==> src/rtl/acq_pkg.sv <==
// Acquisition controller shared definitions: FSM state encoding and default sizes.
// Latency: n/a (types and constants only).
// Backpressure: n/a.
package acq_pkg;

  // Default channel count, sized to the 8-bit channel enable register.
  localparam int ACQ_NUM_CH = 8;
  // Default sample counter width, sized to the 32-bit sample count register.
  localparam int ACQ_CNT_W  = 32;

  typedef enum logic [1:0] {
    IDLE   = 2'd0,
    RUN    = 2'd1,
    FINISH = 2'd2
  } acq_state_e;

endpackage : acq_pkg

==> src/rtl/acq_ch_scan.sv <==
// Channel scanner: finds the next enabled channel strictly above cur_ch_i.
// Latency: purely combinational, zero cycles.
// Backpressure: none; the result is valid whenever the inputs are.
//
// Ports:
//   mask_i    channel enable mask, bit i = channel i
//   cur_ch_i  current channel
//   nxt_ch_o  lowest enabled channel above cur_ch_i (0 when there is none)
//   last_o    1 when no enabled channel exists above cur_ch_i
module acq_ch_scan #(
  parameter int NUM_CH = 8,
  parameter int CH_W   = $clog2(NUM_CH)
) (
  input  logic [NUM_CH-1:0] mask_i,
  input  logic [CH_W-1:0]   cur_ch_i,
  output logic [CH_W-1:0]   nxt_ch_o,
  output logic              last_o
);

  always_comb begin
    nxt_ch_o = '0;
    last_o   = 1'b1;
    // Walk downward so the last hit kept is the lowest enabled channel above cur.
    for (int i = NUM_CH - 1; i >= 0; i--) begin
      if (mask_i[i] && (i > int'(cur_ch_i))) begin
        nxt_ch_o = CH_W'(i);
        last_o   = 1'b0;
      end
    end
  end

endmodule : acq_ch_scan

==> src/rtl/acq_ctrl.sv <==
// Acquisition controller: on a trigger rising edge, issues data_number sample
// requests for every enabled channel, channel by channel in ascending order.
// Latency: first request one cycle after the start cycle, then one beat per
// accepted cycle. Backpressure: smp_ch/smp_idx hold while smp_valid && !smp_ready.
//
// Optional feature: define ACQ_TIMESTAMP_EN to add run_ts, the value of a
// free-running 32-bit cycle counter captured on each start cycle.
//
// Ports:
//   clk, rst_n    clock and asynchronous active-low reset
//   data_number   samples per enabled channel (latched on start)
//   channel_ctrl  channel enable mask (latched on start)
//   trigger_cmd   run level: rising edge starts, low during a run aborts
//   smp_valid/smp_ready, smp_ch, smp_idx   sample request handshake
//   busy          run in progress (start through done/abort)
//   done          one-cycle pulse on normal completion
//   aborted       one-cycle pulse on abort
//   run_ts        start timestamp (ACQ_TIMESTAMP_EN only)
module acq_ctrl
  import acq_pkg::*;
#(
  parameter int NUM_CH = ACQ_NUM_CH,
  parameter int CNT_W  = ACQ_CNT_W,
  parameter int CH_W   = $clog2(NUM_CH)
) (
  input  logic              clk,
  input  logic              rst_n,
  input  logic [CNT_W-1:0]  data_number,
  input  logic [NUM_CH-1:0] channel_ctrl,
  input  logic              trigger_cmd,
  output logic              smp_valid,
  input  logic              smp_ready,
  output logic [CH_W-1:0]   smp_ch,
  output logic [CNT_W-1:0]  smp_idx,
  output logic              busy,
  output logic              done,
  output logic              aborted
`ifdef ACQ_TIMESTAMP_EN
  ,
  output logic [31:0]       run_ts
`endif
);

  acq_state_e        state_q, state_d;
  logic              trig_q;
  logic              armed_q, armed_d;
  logic [NUM_CH-1:0] mask_q, mask_d;
  logic [CNT_W-1:0]  cnt_m1_q, cnt_m1_d;
  logic [CH_W-1:0]   ch_q, ch_d;
  logic [CNT_W-1:0]  idx_q, idx_d;
  logic              aborted_q, aborted_d;

  logic              start;
  logic              idx_last;
  logic [CH_W-1:0]   scan_nxt_ch;
  logic              scan_last;
  logic [CH_W-1:0]   first_scan_ch;
  logic              first_scan_last;
  logic [CH_W-1:0]   first_ch;
  logic              mask_empty;

  // Next enabled channel after the one currently being sampled (latched mask).
  acq_ch_scan #(
    .NUM_CH (NUM_CH),
    .CH_W   (CH_W)
  ) u_scan_nxt (
    .mask_i   (mask_q),
    .cur_ch_i (ch_q),
    .nxt_ch_o (scan_nxt_ch),
    .last_o   (scan_last)
  );

  // Lowest enabled channel of the incoming mask: channel 0 itself, or the
  // first one above channel 0.
  acq_ch_scan #(
    .NUM_CH (NUM_CH),
    .CH_W   (CH_W)
  ) u_scan_first (
    .mask_i   (channel_ctrl),
    .cur_ch_i ('0),
    .nxt_ch_o (first_scan_ch),
    .last_o   (first_scan_last)
  );

  assign first_ch   = channel_ctrl[0] ? '0 : first_scan_ch;
  assign mask_empty = !channel_ctrl[0] && first_scan_last;

  // armed_q keeps a trigger that is already high when reset releases from
  // starting a run; trigger must be seen low once before an edge counts.
  assign start    = (state_q == IDLE) && trigger_cmd && !trig_q && armed_q;
  // Full-width compare against count-1, so the maximum count never wraps.
  assign idx_last = (idx_q == cnt_m1_q);
  assign armed_d  = armed_q | !trigger_cmd;

  always_comb begin
    state_d   = state_q;
    mask_d    = mask_q;
    cnt_m1_d  = cnt_m1_q;
    ch_d      = ch_q;
    idx_d     = idx_q;
    aborted_d = 1'b0;

    case (state_q)
      IDLE: begin
        if (start) begin
          mask_d   = channel_ctrl;
          cnt_m1_d = data_number - CNT_W'(1);
          ch_d     = first_ch;
          idx_d    = '0;
          if ((data_number == '0) || mask_empty) begin
            state_d = FINISH;
          end else begin
            state_d = RUN;
          end
        end
      end

      RUN: begin
        // Abort wins over completion; a beat accepted this cycle is still delivered.
        if (!trigger_cmd) begin
          state_d   = IDLE;
          aborted_d = 1'b1;
          ch_d      = '0;
          idx_d     = '0;
        end else if (smp_ready) begin
          if (idx_last && scan_last) begin
            state_d = FINISH;
          end else if (idx_last) begin
            ch_d  = scan_nxt_ch;
            idx_d = '0;
          end else begin
            idx_d = idx_q + CNT_W'(1);
          end
        end
      end

      FINISH: begin
        state_d = IDLE;
        ch_d    = '0;
        idx_d   = '0;
      end

      default: begin
        state_d = IDLE;
        ch_d    = '0;
        idx_d   = '0;
      end
    endcase
  end

  always_ff @(posedge clk or negedge rst_n) begin
    if (!rst_n) begin
      state_q   <= IDLE;
      trig_q    <= 1'b0;
      armed_q   <= 1'b0;
      mask_q    <= '0;
      cnt_m1_q  <= '0;
      ch_q      <= '0;
      idx_q     <= '0;
      aborted_q <= 1'b0;
    end else begin
      state_q   <= state_d;
      trig_q    <= trigger_cmd;
      armed_q   <= armed_d;
      mask_q    <= mask_d;
      cnt_m1_q  <= cnt_m1_d;
      ch_q      <= ch_d;
      idx_q     <= idx_d;
      aborted_q <= aborted_d;
    end
  end

  assign smp_valid = (state_q == RUN);
  assign busy      = (state_q != IDLE);
  assign done      = (state_q == FINISH);
  assign aborted   = aborted_q;
  assign smp_ch    = ch_q;
  assign smp_idx   = idx_q;

`ifdef ACQ_TIMESTAMP_EN
  logic [31:0] ts_cnt_q;
  logic [31:0] run_ts_q;

  always_ff @(posedge clk or negedge rst_n) begin
    if (!rst_n) begin
      ts_cnt_q <= '0;
      run_ts_q <= '0;
    end else begin
      ts_cnt_q <= ts_cnt_q + 32'd1;
      if (start) begin
        run_ts_q <= ts_cnt_q;
      end
    end
  end

  assign run_ts = run_ts_q;
`endif

endmodule : acq_ctrl

==> config.mk <==
export PLATFORM = sky130hd
export DESIGN_NAME = acq_ctrl
export DESIGN_NICKNAME = d
export VERILOG_FILES = /design/src/rtl/acq_pkg.sv /design/src/rtl/acq_ch_scan.sv /design/src/rtl/acq_ctrl.sv
export SDC_FILE = /design/constraint.sdc
export NUM_CORES = 1
export LEC_CHECK = 0
export CORE_UTILIZATION = 69
export CTS_CLUSTER_DIAMETER = 120
export CTS_CLUSTER_SIZE = 8
export DETAILED_ROUTE_END_ITERATION = 10
export DONT_BUFFER_PORTS = 1
export GPL_TIMING_DRIVEN = 0
export HOLD_SLACK_MARGIN = 0.06
export MAX_ROUTING_LAYER = met4
export PLACE_DENSITY = 0.95
export SYNTH_ARGS = -nofsm -noshare
export SYNTH_HDL_FRONTEND = slang
export SYNTH_SLANG_ARGS = --single-unit
==> constraint.sdc <==
create_clock -name clk -period 4.2 [get_ports clk]
set_clock_uncertainty 0.2 [all_clocks]
set_input_delay 0.84 -clock clk [delete_from_list [all_inputs] [get_ports clk]]
set_output_delay 0.84 -clock clk [all_outputs]
set_load 0.02 [all_outputs]
* After elaboration in Yosys (flattened, before gate mapping) *
Index checks and enable logic that the tools add are counted.

cells by class
  add/sub/neg operators = 2
  $lt $le $gt $ge = 7
  equality and inequality tests = 8
  mux-type cells = 49
  bitwise logic cells = 1
  reductions and logical operators = 23

operators with widths
  operator                 number
  $mux W32                 5
  $pmux W32 S2             1
  $mux W3                  20
  $add A32 B1 Y32 const B  1
  $eq A32 B32 Y1           1
  $logic_not A32 Y1        1
  $sub A32 B1 Y32 const B  1
  $mux W1                  16
  $gt A3 B3 Y1 const A     4
  $logic_and A1 B1 Y1      12
  $mux W2                  5
  $ne A3 B2 Y1 const B     3
  $gt A2 B3 Y1 const A     2
  $pmux W3 S2              1
  $reduce_and A3 Y1        2
  $pmux W2 S2              1
  $reduce_and A4 Y1        1
  $gt A1 B3 Y1 const A     1
  $logic_not A1 Y1         3
  $ne A3 B3 Y1 const B     1
  $eq A2 B1 Y1 const B     1
  $eq A2 B2 Y1 const B     1
  $logic_not A2 Y1         1
  $ne A2 B2 Y1 const B     1
  other kinds (4)          4

word-level totals
  bits in registers = 80
  input port bits = 44
  output and inout port bits = 39
  word-level logic and storage cells = 98

* Longest topological paths before layout *
  word-level depth = 14
  gate-level depth with buffers = 9
  depth with buffers taken out = 7

* Hierarchy *
A second synthesis with hierarchy kept.

second synthesis, totals
  cell total of the unflattened synthesis = 592
  area, all modules = 5,084.9 µm²

by module, submodules not included
  module       instances  cells each  area each (µm²)  seq. area each (µm²)
  acq_ctrl     1          536         4,739.5          2,001.9
  acq_ch_scan  2          28          172.7            0.0

* Worst setup path before layout *
OpenSTA, ideal clock, no wires.

  path type = input to register
  start point = input data_number[12]
  end point = register cnt_m1_q[29]
  setup time = 0.131 ns
  arrival time = 2.318 ns
  required time = 3.869 ns
  slack = 1.551 ns
  cell stages on the path = 7
  buffers on the path = 1
  cell sequence = or3_1 nand2b_1 or3_1 buf_2 nor3_1 xnor2_1 o21ai_1

between the ends
  cells in the longest elaborated chain, start to end = 1

ends and longest elaborated chain
  what                    line             text
  start: declaration      acq_ctrl.sv:28   input logic [CNT_W-1:0] data_number,
  $sub A32 B1 Y32         acq_ctrl.sv:107  cnt_m1_d = data_number - CNT_W'(1);
  end signal: assignment  acq_ctrl.sv:166  cnt_m1_q <= cnt_m1_d;
  end: declaration        acq_ctrl.sv:48   logic [CNT_W-1:0] cnt_m1_q, cnt_m1_d;

No other way between the ends.
A chain may end at the register's enable or synchronous reset.

* Final worst setup path *
  start point = register idx_q[22], in the netlist smp_idx[22]
  end point = register ch_q[1], in the netlist smp_ch[1]

between the ends
  cells in the longest elaborated chain, start to end = 4
  elaborated cells between the ends (all ways) = 5
  those cells by class = 3 x eq/ne; 2 x reduce/logical

ends and longest elaborated chain
  what                             line             text
  start: declaration               acq_ctrl.sv:50   logic [CNT_W-1:0] idx_q, idx_d;
  start signal: assignment         acq_ctrl.sv:168  idx_q <= idx_d;
  $eq A32 B32 Y1 (*)               acq_ctrl.sv:92   assign idx_last = (idx_q == cnt_m1_q);
  $logic_and A1 B1 Y1              acq_ctrl.sv:126  if (idx_last && scan_last) begin
  $ne A3 B3 Y1 (no line)           n/a
  $reduce_and A4 Y1 (no line) (*)  n/a
  end signal: assignment           acq_ctrl.sv:167  ch_q <= ch_d;
  end: declaration                 acq_ctrl.sv:49   logic [CH_W-1:0] ch_q, ch_d;

Every way passes the cells marked *; elsewhere a longest branch is shown, timed or not.

==> impl_metrics.env <==
export IMPL_seq_area_frac_synth_pct=40.49
export IMPL_busiest_layer="met2"
export IMPL_num_vias=4584
export IMPL_grt_usage_pct=37.71
export IMPL_cts_tree="done"
export IMPL_core_area_mm2=0.006832
export IMPL_setup_ws_ns=1.045
export IMPL_synthArstFlopShare_pct=100.0
export IMPL_routedWlPerCell_um=19.11
export IMPL_cp_required_ns=4.23
export IMPL_slew_viol_final=0
export IMPL_gr_usage_met1_pct=48.55
export IMPL_syn_avg_cell_area_um2=8.476
export IMPL_reg2reg_depth=8
export IMPL_firstDrtPassIters=7
export IMPL_via_per_inst=6.663
export IMPL_n_antenna_cell=0
export IMPL_port_buffer_count=0
export IMPL_ioPinCount=83
export IMPL_post_route_util_pct=76.23
export IMPL_status="finished clean"
export IMPL_fin_crit_ns=3.155
export IMPL_grt_util_met3_pct=8.373
export IMPL_synth_flop_cell="dfrtp_1"
export IMPL_fin_tns_setup_ns=0
export IMPL_path_clk_slew_ns=0.08
export IMPL_die_width_um=86.12
export IMPL_setup_worst_path_start="smp_idx[22]$_DFFE_PN0P_"
export IMPL_syn_nets=623
export IMPL_ys_types=53
export IMPL_dpl_hpwl_mm=9.271
export IMPL_grt_pass1_vias=4314
export IMPL_cts_root_buf="clkbuf_8"
export IMPL_hp_class="input port to async pin"
export IMPL_netlist_area_mm2=0.004882
export IMPL_setup_violations=0
export IMPL_clock_latency_ns=0.36
export IMPL_nFillCells=480
export IMPL_placed_cells=672
export IMPL_synth_seq_cells=79
export IMPL_timing_final_crit_share_pct=75.13
export IMPL_die_area_mm2=0.007416
export IMPL_h_tree_depth=3
export IMPL_final_cells=688
export IMPL_final_cell_mix="102 x nand2_1, 79 x dfrtp_1, 50 x xnor2_1"
export IMPL_die_y_um=86.12
export IMPL_cp_arrival_ns=3.19
export IMPL_setup_worst_path_class="flop to flop"
export IMPL_p_leak_nw=2.074
export IMPL_rsz0062_at_grt="no"
export IMPL_netlist_top_cells_area="dfrtp_1 40%, xnor2_1 9.0%, nand2_1 7.8%, o21ai_0 2.9%, a21oi_1 2.7%"
export IMPL_r2r_start="smp_idx[22]$_DFFE_PN0P_"
export IMPL_synth_cells=576
export IMPL_fmax_mhz=316.9
export IMPL_final_common_cell="nand2_1"
export IMPL_end_kind="flop"
export IMPL_relSlewSlack_pct=46.66
export IMPL_grt_max_degree=80
export IMPL_pre_cts_ws_ns=1.165
export IMPL_start_kind="flop"
export IMPL_crit_fanout=10
export IMPL_drive_gt1_share_pct=6.588
export IMPL_synth_warnings=0
export IMPL_cts_made_buffers=9
export IMPL_clock_sinks=79
export IMPL_grt_pass1_wl_mm=20.73
export IMPL_vdd_drop_max_v=0.0002229
export IMPL_clock_path_buffers=2
export IMPL_power_density_mw_per_mm2=371.4
export IMPL_first_iter_violations=532
export IMPL_drc=0
export IMPL_row_count=30
export IMPL_yosysTopAreaCellShare_pct=40.49
export IMPL_ff2ff_setup_slack_ns=1.04
export IMPL_worst_pin_slew_ns=0.7981
export IMPL_syn2layout_area_growth_pct=6.663
export IMPL_postRouteAntennaNets=0
export IMPL_fin_nets=635
export IMPL_met2_usage_pct=57.50
export IMPL_yosysTopAreaCell="dfrtp_1"
export IMPL_grt_overflow_total=0
export IMPL_r2r_end="smp_ch[1]$_DFFE_PN0P_"
export IMPL_antenna_found_initial=0
export IMPL_totalWireLength_mm=13.15
export IMPL_maxCapViolations=0
export IMPL_place_congestion=0.9406
export IMPL_start_util_pct=71.47
export IMPL_hold_viol=0
export IMPL_synth_edff_count=0
-- cells in the mapped netlist, types with 2 or more instances --
| master | n |
|---|---|
| nand2_1 | 102 |
| dfrtp_1 | 79 |
| xnor2_1 | 50 |
| nor2_1 | 29 |
| o21ai_0 | 28 |
| a21oi_1 | 26 |
| o21ai_1 | 24 |
| inv_1 | 21 |
| clkbuf_1 | 18 |
| nand4_1 | 17 |
| nand3_1 | 16 |
| o22ai_1 | 11 |
| a21o_1 | 10 |
| buf_2 | 10 |
| or3_1 | 10 |
| nor2b_1 | 9 |
| nor3_1 | 9 |
| nor4_1 | 9 |
| nand2b_1 | 8 |
| xor2_1 | 8 |
| a31oi_1 | 7 |
| and3_1 | 7 |
| or4_1 | 7 |
| o31ai_1 | 6 |
| a211oi_1 | 5 |
| and2_1 | 5 |
| a22oi_1 | 3 |
| a32oi_1 | 3 |
| ha_1 | 3 |
| nand3b_1 | 3 |
| nor4_4 | 3 |
| o21a_1 | 3 |
| and4_1 | 2 |
| mux2_4 | 2 |
| nor3b_1 | 2 |
| nor4_2 | 2 |
| o221ai_1 | 2 |
| o22a_1 | 2 |
-- critical path: stages, from the launching register on --
cell and delay, ns:
dfrtp_1 0.56, xnor2_1 0.33, nand4_1 0.20, nor4_4 0.67, a21oi_1 0.20, buf_2 0.25, buf_2 0.23, o31ai_1 0.26
o31ai_1 0.13
-- final cells by class --
type                       instances  area [µm²]  area share (%)
timing repair buffer               1       27.53          0.5286
clock buffer                      10       127.6           2.451
tap                               96       120.1           2.307
clock inverter                     5       50.05          0.9611
buffer                            28       117.6           2.259
inverter                          21       78.83           1.514
sequential                        79        1977           37.96
multi-input combinational        448        2709           52.02
-- power breakdown --
part	internal, mW	switching [mW]	leakage, nW
Sequential	0.854	0.113	1.03
Clock	0.268	0.280	0.0957
Combinational	0.169	0.250	0.953
-- how the worst max path moves through the flow --
stage / to / cells past startpoint
after floorplan: cnt_m1_q[29]$_DFFE_PN0P_ / 7
after global placement: smp_idx[22]$_DFFE_PN0P_ / 7
after detailed placement: smp_idx[22]$_DFFE_PN0P_ / 7
after CTS: smp_ch[1]$_DFFE_PN0P_ / 8
after global routing: smp_ch[1]$_DFFE_PN0P_ / 8
final: smp_ch[1]$_DFFE_PN0P_ / 8
-- routing by layer --
| metal | routed length, µm | vias up | share of wire [%] |
|---|---|---|---|
| li1 | - | 2063 | - |
| met1 | 5158 | 2180 | 39 |
| met2 | 6271 | 299 | 48 |
| met3 | 1383 | 42 | 11 |
| met4 | 337 | 0 | 2.6 |
| met5 | 0 | - | 0 |
-- logic make-up after synthesis --
family                   count (synthesis)  share of synthesized area, %
AO/OA/AOI/OAI                          139                         17.40
XOR/XNOR                                58                         10.40
adder cells (fa/ha/maj)                  3                        0.7689
buffers and inverters                   49                         4.024
flip-flops                              79                         40.49
multiplexers                             2                        0.6151
AND/OR/NAND/NOR                        246                         26.29
-- what timing repair did --
item	CTS	global route
gates resized for setup	0	0
setup buffers	0	0
hold buffers	1	0
endpoints found under the hold margin	79	0
-- metrics by stage --
step,total power [mW],instance area [µm²],hold WS [ns]
2_1_floorplan,1.254,4882,0.2258
3_3_place_gp,1.332,5002,0.2413
3_5_place_dp,1.361,5002,0.2447
4_1_cts,1.916,5207,0.1872
5_1_grt,2.011,5207,0.1884
6_report,1.934,5207,0.1562
-- sequential cells by signal (all words and copies together) (netlist names) --
signal and count:
aborted 1, trig_q 1, smp_ch 3, mask_q 7, state_q 2, smp_idx 32, armed_q 1, cnt_m1_q 32
Note: power is estimated with default switching activity, not from simulation.
